--- config.mk ---
export PLATFORM = sky130hd
export DESIGN_NAME = router_fsm_flat
export DESIGN_NICKNAME = d
export VERILOG_FILES = /design/src/rtl/router_fsm_if.sv /design/src/rtl/router_fsm.sv /design/src/flat_wrapper.sv
export SDC_FILE = /design/constraint.sdc
export NUM_CORES = 1
export LEC_CHECK = 0
export CAP_MARGIN = 10
export CORE_UTILIZATION = 38
export DETAILED_ROUTE_END_ITERATION = 12
export HOLD_SLACK_MARGIN = 0.1
export PLACE_DENSITY = 0.75
export SYNTH_ARGS = -nofsm -noshare
export SYNTH_HDL_FRONTEND = slang
export SYNTH_SLANG_ARGS = --single-unit
--- constraint.sdc ---
create_clock -name clock -period 2.4 [get_ports clock]
set_input_delay 0.36 -clock clock [delete_from_list [all_inputs] [get_ports clock]]
set_output_delay 0.36 -clock clock [all_outputs]
set_load 0.005 [all_outputs]
--- src/rtl/router_fsm_if.sv ---
// Handshake and control bundle between the 1x3 router datapath and its packet-sequencing FSM.
// The slave modport is the FSM view. The master modport is the source/synchronizer view.
interface router_fsm_if;
    logic       pkt_valid;
    logic [1:0] data_in;
    logic       fifo_full;
    logic       fifo_empty_0;
    logic       fifo_empty_1;
    logic       fifo_empty_2;
    logic       soft_reset_0;
    logic       soft_reset_1;
    logic       soft_reset_2;
    logic       parity_done;
    logic       low_pkt_valid;

    logic       detect_add;
    logic       lfd_state;
    logic       ld_state;
    logic       laf_state;
    logic       full_state;
    logic       write_enb_reg;
    logic       rst_int_reg;
    logic       busy;

    modport slave (
        input  pkt_valid, data_in, fifo_full,
        input  fifo_empty_0, fifo_empty_1, fifo_empty_2,
        input  soft_reset_0, soft_reset_1, soft_reset_2,
        input  parity_done, low_pkt_valid,
        output detect_add, lfd_state, ld_state, laf_state, full_state,
        output write_enb_reg, rst_int_reg, busy
    );

    modport master (
        output pkt_valid, data_in, fifo_full,
        output fifo_empty_0, fifo_empty_1, fifo_empty_2,
        output soft_reset_0, soft_reset_1, soft_reset_2,
        output parity_done, low_pkt_valid,
        input  detect_add, lfd_state, ld_state, laf_state, full_state,
        input  write_enb_reg, rst_int_reg, busy
    );
endinterface

--- src/rtl/router_fsm.sv ---
// Packet-sequencing controller for the 1x3 router: header decode, payload, full stall and parity phases.
// Define ROUTER_FSM_PARITY_CHK_EN to add the CHECK_PARITY_ERROR phase and the rst_int_reg pulse.
module router_fsm (
    input  logic        clock,
    input  logic        resetn,
    router_fsm_if.slave bus
);

    typedef enum logic [2:0] {
        DECODE_ADDRESS     = 3'd0,
        LOAD_FIRST_DATA    = 3'd1,
        LOAD_DATA          = 3'd2,
        FIFO_FULL_STATE    = 3'd3,
        LOAD_AFTER_FULL    = 3'd4,
        LOAD_PARITY        = 3'd5,
        CHECK_PARITY_ERROR = 3'd6,
        WAIT_TILL_EMPTY    = 3'd7
    } state_t;

    state_t     r_state;
    state_t     w_next_state;
    logic [1:0] r_addr_q;
    logic       w_addr_empty;
    logic       w_addr_soft_reset;

    logic       r_detect_add;
    logic       r_lfd_state;
    logic       r_ld_state;
    logic       r_laf_state;
    logic       r_full_state;
    logic       r_write_enb_reg;
    logic       r_rst_int_reg;
    logic       r_busy;

    logic       w_detect_add;
    logic       w_lfd_state;
    logic       w_ld_state;
    logic       w_laf_state;
    logic       w_full_state;
    logic       w_write_enb_reg;
    logic       w_rst_int_reg;
    logic       w_busy;

    always_comb begin
        w_addr_empty      = 1'b0;
        w_addr_soft_reset = 1'b0;
        case (r_addr_q)
            2'd0: begin
                w_addr_empty      = bus.fifo_empty_0;
                w_addr_soft_reset = bus.soft_reset_0;
            end
            2'd1: begin
                w_addr_empty      = bus.fifo_empty_1;
                w_addr_soft_reset = bus.soft_reset_1;
            end
            2'd2: begin
                w_addr_empty      = bus.fifo_empty_2;
                w_addr_soft_reset = bus.soft_reset_2;
            end
            default: begin
                w_addr_empty      = 1'b0;
                w_addr_soft_reset = 1'b0;
            end
        endcase
    end

    always_comb begin
        w_next_state = r_state;
        case (r_state)
            DECODE_ADDRESS: begin
                if (bus.pkt_valid) begin
                    case (bus.data_in)
                        2'd0: w_next_state = bus.fifo_empty_0 ? LOAD_FIRST_DATA : WAIT_TILL_EMPTY;
                        2'd1: w_next_state = bus.fifo_empty_1 ? LOAD_FIRST_DATA : WAIT_TILL_EMPTY;
                        2'd2: w_next_state = bus.fifo_empty_2 ? LOAD_FIRST_DATA : WAIT_TILL_EMPTY;
                        default: w_next_state = DECODE_ADDRESS;
                    endcase
                end
            end
            WAIT_TILL_EMPTY: begin
                if (w_addr_empty) begin
                    w_next_state = LOAD_FIRST_DATA;
                end
            end
            LOAD_FIRST_DATA: begin
                w_next_state = LOAD_DATA;
            end
            LOAD_DATA: begin
                if (bus.fifo_full) begin
                    w_next_state = FIFO_FULL_STATE;
                end else if (!bus.pkt_valid) begin
                    w_next_state = LOAD_PARITY;
                end
            end
            FIFO_FULL_STATE: begin
                if (!bus.fifo_full) begin
                    w_next_state = LOAD_AFTER_FULL;
                end
            end
            LOAD_AFTER_FULL: begin
                if (bus.parity_done) begin
                    w_next_state = DECODE_ADDRESS;
                end else if (bus.low_pkt_valid) begin
                    w_next_state = LOAD_PARITY;
                end else begin
                    w_next_state = LOAD_DATA;
                end
            end
            LOAD_PARITY: begin
`ifdef ROUTER_FSM_PARITY_CHK_EN
                w_next_state = CHECK_PARITY_ERROR;
`else
                w_next_state = bus.fifo_full ? FIFO_FULL_STATE : DECODE_ADDRESS;
`endif
            end
            CHECK_PARITY_ERROR: begin
`ifdef ROUTER_FSM_PARITY_CHK_EN
                w_next_state = bus.fifo_full ? FIFO_FULL_STATE : DECODE_ADDRESS;
`else
                w_next_state = DECODE_ADDRESS;
`endif
            end
            default: begin
                w_next_state = DECODE_ADDRESS;
            end
        endcase

        // A timeout on the FIFO this packet targets abandons the packet from any active phase.
        if ((r_state != DECODE_ADDRESS) && w_addr_soft_reset) begin
            w_next_state = DECODE_ADDRESS;
        end
    end

    always_ff @(posedge clock or negedge resetn) begin
        if (!resetn) begin
            r_state <= DECODE_ADDRESS;
        end else begin
            r_state <= w_next_state;
        end
    end

    always_ff @(posedge clock or negedge resetn) begin
        if (!resetn) begin
            r_addr_q <= 2'd0;
        end else if ((r_state == DECODE_ADDRESS) && bus.pkt_valid && (bus.data_in != 2'd3)) begin
            r_addr_q <= bus.data_in;
        end
    end

    // Outputs are decoded from the next state and registered, so each strobe comes
    // straight from a flop. This gives the Moore timing of the state register without
    // decode glitches.
    always_comb begin
        w_detect_add    = (w_next_state == DECODE_ADDRESS);
        w_lfd_state     = (w_next_state == LOAD_FIRST_DATA);
        w_ld_state      = (w_next_state == LOAD_DATA);
        w_laf_state     = (w_next_state == LOAD_AFTER_FULL);
        w_full_state    = (w_next_state == FIFO_FULL_STATE);
        w_write_enb_reg = (w_next_state == LOAD_DATA) ||
                          (w_next_state == LOAD_PARITY) ||
                          (w_next_state == LOAD_AFTER_FULL);
`ifdef ROUTER_FSM_PARITY_CHK_EN
        w_rst_int_reg   = (w_next_state == CHECK_PARITY_ERROR);
`else
        w_rst_int_reg   = 1'b0;
`endif
        w_busy          = !((w_next_state == DECODE_ADDRESS) || (w_next_state == LOAD_DATA));
    end

    always_ff @(posedge clock or negedge resetn) begin
        if (!resetn) begin
            r_detect_add    <= 1'b1;
            r_lfd_state     <= 1'b0;
            r_ld_state      <= 1'b0;
            r_laf_state     <= 1'b0;
            r_full_state    <= 1'b0;
            r_write_enb_reg <= 1'b0;
            r_rst_int_reg   <= 1'b0;
            r_busy          <= 1'b0;
        end else begin
            r_detect_add    <= w_detect_add;
            r_lfd_state     <= w_lfd_state;
            r_ld_state      <= w_ld_state;
            r_laf_state     <= w_laf_state;
            r_full_state    <= w_full_state;
            r_write_enb_reg <= w_write_enb_reg;
            r_rst_int_reg   <= w_rst_int_reg;
            r_busy          <= w_busy;
        end
    end

    assign bus.detect_add    = r_detect_add;
    assign bus.lfd_state     = r_lfd_state;
    assign bus.ld_state      = r_ld_state;
    assign bus.laf_state     = r_laf_state;
    assign bus.full_state    = r_full_state;
    assign bus.write_enb_reg = r_write_enb_reg;
    assign bus.rst_int_reg   = r_rst_int_reg;
    assign bus.busy          = r_busy;

endmodule

--- src/flat_wrapper.sv ---
// flat-port wrapper written by rule: the top's interface ports become plain ports
module router_fsm_flat 
  (clock, resetn, bus_pkt_valid, bus_data_in, bus_fifo_full, bus_fifo_empty_0, bus_fifo_empty_1, bus_fifo_empty_2, bus_soft_reset_0, bus_soft_reset_1, bus_soft_reset_2, bus_parity_done, bus_low_pkt_valid, bus_detect_add, bus_lfd_state, bus_ld_state, bus_laf_state, bus_full_state, bus_write_enb_reg, bus_rst_int_reg, bus_busy);
  router_fsm_if bus_i ();
  input  logic clock;
  input  logic resetn;
  input wire logic [$bits(bus_i.pkt_valid)-1:0] bus_pkt_valid;
  input wire logic [$bits(bus_i.data_in)-1:0] bus_data_in;
  input wire logic [$bits(bus_i.fifo_full)-1:0] bus_fifo_full;
  input wire logic [$bits(bus_i.fifo_empty_0)-1:0] bus_fifo_empty_0;
  input wire logic [$bits(bus_i.fifo_empty_1)-1:0] bus_fifo_empty_1;
  input wire logic [$bits(bus_i.fifo_empty_2)-1:0] bus_fifo_empty_2;
  input wire logic [$bits(bus_i.soft_reset_0)-1:0] bus_soft_reset_0;
  input wire logic [$bits(bus_i.soft_reset_1)-1:0] bus_soft_reset_1;
  input wire logic [$bits(bus_i.soft_reset_2)-1:0] bus_soft_reset_2;
  input wire logic [$bits(bus_i.parity_done)-1:0] bus_parity_done;
  input wire logic [$bits(bus_i.low_pkt_valid)-1:0] bus_low_pkt_valid;
  output wire logic [$bits(bus_i.detect_add)-1:0] bus_detect_add;
  output wire logic [$bits(bus_i.lfd_state)-1:0] bus_lfd_state;
  output wire logic [$bits(bus_i.ld_state)-1:0] bus_ld_state;
  output wire logic [$bits(bus_i.laf_state)-1:0] bus_laf_state;
  output wire logic [$bits(bus_i.full_state)-1:0] bus_full_state;
  output wire logic [$bits(bus_i.write_enb_reg)-1:0] bus_write_enb_reg;
  output wire logic [$bits(bus_i.rst_int_reg)-1:0] bus_rst_int_reg;
  output wire logic [$bits(bus_i.busy)-1:0] bus_busy;
  assign bus_i.pkt_valid = bus_pkt_valid;
  assign bus_i.data_in = bus_data_in;
  assign bus_i.fifo_full = bus_fifo_full;
  assign bus_i.fifo_empty_0 = bus_fifo_empty_0;
  assign bus_i.fifo_empty_1 = bus_fifo_empty_1;
  assign bus_i.fifo_empty_2 = bus_fifo_empty_2;
  assign bus_i.soft_reset_0 = bus_soft_reset_0;
  assign bus_i.soft_reset_1 = bus_soft_reset_1;
  assign bus_i.soft_reset_2 = bus_soft_reset_2;
  assign bus_i.parity_done = bus_parity_done;
  assign bus_i.low_pkt_valid = bus_low_pkt_valid;
  assign bus_detect_add = bus_i.detect_add;
  assign bus_lfd_state = bus_i.lfd_state;
  assign bus_ld_state = bus_i.ld_state;
  assign bus_laf_state = bus_i.laf_state;
  assign bus_full_state = bus_i.full_state;
  assign bus_write_enb_reg = bus_i.write_enb_reg;
  assign bus_rst_int_reg = bus_i.rst_int_reg;
  assign bus_busy = bus_i.busy;
  router_fsm u_core (.clock(clock), .resetn(resetn), .bus(bus_i));
endmodule
Word level (Yosys, flattened, before mapping)
Cells that the tools add are included.

storage, ports and cells
  output and inout port bits = 8
  bits of input ports = 14
  word-level logic and storage cells = 54
  bits in registers = 12

operators by class
  reductions and logical operators = 12
  multiplexer cells = 16
  equal/unequal tests = 17

operator list
  operator              count
  $mux W3               11
  $pmux W3 S8           1
  $eq A3 B3 Y1 const B  6
  $eq A3 B2 Y1 const B  4
  $pmux W3 S3           1
  $eq A3 B1 Y1 const B  2
  $logic_not A3 Y1      2
  $pmux W1 S3           2
  $eq A2 B1 Y1 const B  2
  $eq A2 B2 Y1 const B  2
  $logic_not A2 Y1      2
  $logic_and A1 B1 Y1   3
  $logic_or A1 B1 Y1    3
  $reduce_bool A3 Y1    1
  $mux W2               1
  $ne A2 B2 Y1 const B  1
  $logic_not A1 Y1      1

Depth between registers and ports, before layout
  word-level depth = 8
  depth in mapped cells = 6
  gate-level depth less buffers = 5

Worst setup path after synthesis
Ideal clock, no wire load.

  path kind = register to register
  start point = register u_core.r_state[0]
  end point = register u_core.r_detect_add (netlist: u_core.bus.detect_add)
  cell stages (with the launch flop) = 7
  arrival = 1.530 ns
  path slack = 0.793 ns
  data required time = 2.323 ns
  buffers on the path = 1
  period minus slack after synthesis = 1.607 ns
  library setup time = 0.077 ns
  cell sequence = dfrtp_1 > buf_6 > or3_1 > a221oi_2 > or2_2 > o21ai_2 > and2b_1

between the ends
  longest elaborated chain between the ends = 5
  elaborated cells between the ends (all ways) = 18
  classes of those cells = 7 x eq/ne; 7 x mux; 4 x reduce/logical

RTL lines
  element                  line               RTL
  start, declared          router_fsm.sv:20   state_t r_state;
  start signal, assigned   router_fsm.sv:138  r_state <= w_next_state;
  $mux W3                  router_fsm.sv:91   end else if (!bus.pkt_valid) begin
  $mux W3                  router_fsm.sv:89   if (bus.fifo_full) begin
  $pmux W3 S8              router_fsm.sv:69   case (r_state)
  $mux W3 *                router_fsm.sv:129  if ((r_state != DECODE_ADDRESS) && w_addr_soft_reset) begin
  $logic_not A3 Y1 *       router_fsm.sv:154  w_detect_add = (w_next_state == DECODE_ADDRESS);
  net u_core.w_detect_add  router_fsm.sv:35   logic w_detect_add;
  end signal, assigned     router_fsm.sv:181  r_detect_add <= w_detect_add;
  end, declared            router_fsm.sv:26   logic r_detect_add;

The timed path passes the listed nets; every way through them passes the cells marked *.
A chain may end at the register's enable or synchronous reset.

Worst setup path after layout
  start point = input port bus_parity_done
  end point = register u_core.r_detect_add (netlist: u_core.bus.detect_add)

between the ends
  longest elaborated chain between the ends = 4

RTL lines
  element                     line                RTL
  start, declared             flat_wrapper.sv:16  input wire logic [$bits(bus_i.parity_done)-1:0] bus_parity_done;
  $mux W3                     router_fsm.sv:101   if (bus.parity_done) begin
  $pmux W3 S8                 router_fsm.sv:69
  $mux W3                     router_fsm.sv:129
  net u_core.w_next_state[0]  router_fsm.sv:21    state_t w_next_state;
  $logic_not A3 Y1            router_fsm.sv:154
  net u_core.w_detect_add     router_fsm.sv:35

The timed path passes the listed nets, and every way through them passes these cells.

==> results.toml <==
[synth]
synth.distinct_cells = 36
syn_nets = 84
synthFlopType = "dfrtp_1"
yosysWarnings = 0
synth_edf_count = 0
async_reset_ff_share_pct = 100
syn_inst = 70
ys_ff_latch = 12
seq_area_frac_synth_pct = 43.1
synth_area_um2 = 699
postSynthAreaPerCell_um2 = 9.99

[placed_design]
dp_hpwl_um = 1080
gp_congestion = 0.789
io_buffers = 20
placed_cell_area_um2 = 912

[drt]
vias = 571
wirelength_um = 1360
drtIter0Drc = 4
drtAntennaViolNets = 0
routedWlPerCell_um = 11.6
drc = 0
firstDrtPassIters = 4
vias_per_cell = 4.88

[timing]
slew_headroom_pct = 65.4
report.final.setup_viol = 0
fin_crit_sh_pct = 73.4
hold_viol_final = 0
period_minus_slack_ns = 1.76
drv_slew = 0
tightest_slew_ns = 0.518
rsz0062_at_grt = "no"
whs_ns = 0.434
finClkSkew_ns = 0.00318
max_clock_freq_mhz = 568
finalSetupTns_ns = 0

[floorplanning]
start_util_pct = 40.5
fp.dieW_um = 44.9
core_area_mm2 = 0.00173
die_h_um = 44.9
dieArea_mm2 = 0.00202
num_io_pins = 22
rows = 15

[clock_tree]
cts_buffer_depth = 2
cts-resized-gates = 0
cts_root_buf = "clkbuf_4"
clk_latency_ns = 0.27
cts_tree = "done"
h-tree-depth = 1
clk_pin_slew_worst_paths_ns = 0.07
cts_hold_buf = 0
clock-sinks = 12
cts_setup_buffers = 0
numCtsBuffers = 3

[critical_path]
path_max_fanout = 5
r2r-end = "u_core.bus.detect_add"
r2r_setup_slack_ns = 0.65
crit_arrival_ns = 1.96
startpoint_type = "primary input"
r2r_start = "u_core.r_state[1]"
crit_required_ns = 2.60
rr_worst_depth = 5
crit_type = "primary input to flop"
cp-end-kind = "flop"

[global_routing]
grt_pass1_vias = 537
grt_first_pass_wirelength_um = 2340
grt_max_degree = 13
antenna_found_initial = 0
grt-ovfl-total = 0
track_usage_pct = 16.1

[finish]
largest-register = "u_core.r_state"
drive_gt1_share_pct = 14.1
largest_reg_flops = 3
areaGrowthSynthToFinish_pct = 34.2
postLayoutCoreUtil_pct = 54.3
antenna_cells = 0
reg_top3 = "u_core.r_state x3, u_core.r_addr_q x2"
layout.nets = 107
final_common_cell = "clkdlybuf4s50_1"
fin_area_um2 = 938
most-common-layout-cells = "clkdlybuf4s50_1 (20), dfrtp_1 (11), inv_1 (5), nor2_1 (5)"

[power_and_ir_drop]
power-per-cell-area_mw_per_mm2 = 1110
power_uw = 1040
leakage_uw = 0.000403
peakVddDrop_mv = 0.589

[hold_path]
worstHoldPathType = "primary input to asynchronous set/reset pin"

[run_status]
outcome = "finished clean"

[flow_run]
cap_violations = 0
## layer usage
metal  routed length (um)  share of wire [%]  vias up  GRT usage (%)
met5                    0                  0        -              0
met4                   14                1.0        0           3.64
met3                   67                4.9        2           6.40
met2                  649                 48       18           25.0
met1                  630                 46      259           21.2
li1                     -                  -      292              -
## synthesized netlist by cell type, types with 2 or more instances
library cell	number	area, um2
dfrtp_1	11	275
nand2b_1	3	18.8
o21ai_0	3	15.0
a21oi_1	4	20.0
nand3b_1	2	15.0
nor3_1	2	10.0
nor2_1	5	18.8
inv_1	5	18.8
nor3_2	2	20.0
mux2i_1	4	40.0
nand2_1	4	15.0
## critical path: stages
cell             delay, ns
clkdlybuf4s50_1       0.41
nand2b_1              0.16
o31a_1                0.24
o211a_1               0.27
a21oi_1               0.30
and2b_1               0.22
## final cells by class
| cell class | instances | area (um2) |
|---|---|---|
| Clock buffer | 4 | 26.3 |
| Inverter | 5 | 18.8 |
| Fill cell | 171 | 788 |
| Sequential cell | 12 | 302 |
| Tap cell | 25 | 31.3 |
| Timing Repair Buffer | 20 | 200 |
| Multi-Input combinational cell | 51 | 360 |
## power breakdown
part           internal [uW]  switching [uW]
registers                293            82.6
logic                    283             262
clock network           64.3            60.6
total                    639             405
## cell families after synthesis
family	synth area share (%)
multiplexers	7.33
buffers and inverters	5.37
other	0.536
flip-flops	43.1
AO/OA/AOI/OAI	16.8
AND/OR/NAND/NOR	26.8
## metrics by stage
step | setup slack [ns] | std cells
5_1_grt | 0.501 | 117
2_1_floorplan | 0.793 | 70
3_3_place_gp | 0.329 | 113
6_report | 0.638 | 117
4_1_cts | 0.640 | 117
3_5_place_dp | 0.369 | 113
## worst max path at each step
stage | to | depth (start not counted) | from | slack [ns]
after CTS | u_core.bus.detect_add | 6 | bus_parity_done | 0.64
after global placement | u_core.bus.detect_add | 6 | bus_parity_done | 0.33
after floorplan | u_core.bus.detect_add | 6 | u_core.r_state[0] | 0.79
after detailed placement | u_core.bus.detect_add | 6 | bus_parity_done | 0.37
after global routing | u_core.bus.detect_add | 5 | u_core.r_state[0] | 0.50
final | u_core.bus.detect_add | 6 | bus_parity_done | 0.64
No activity file was read; power rests on OpenSTA's default activity.
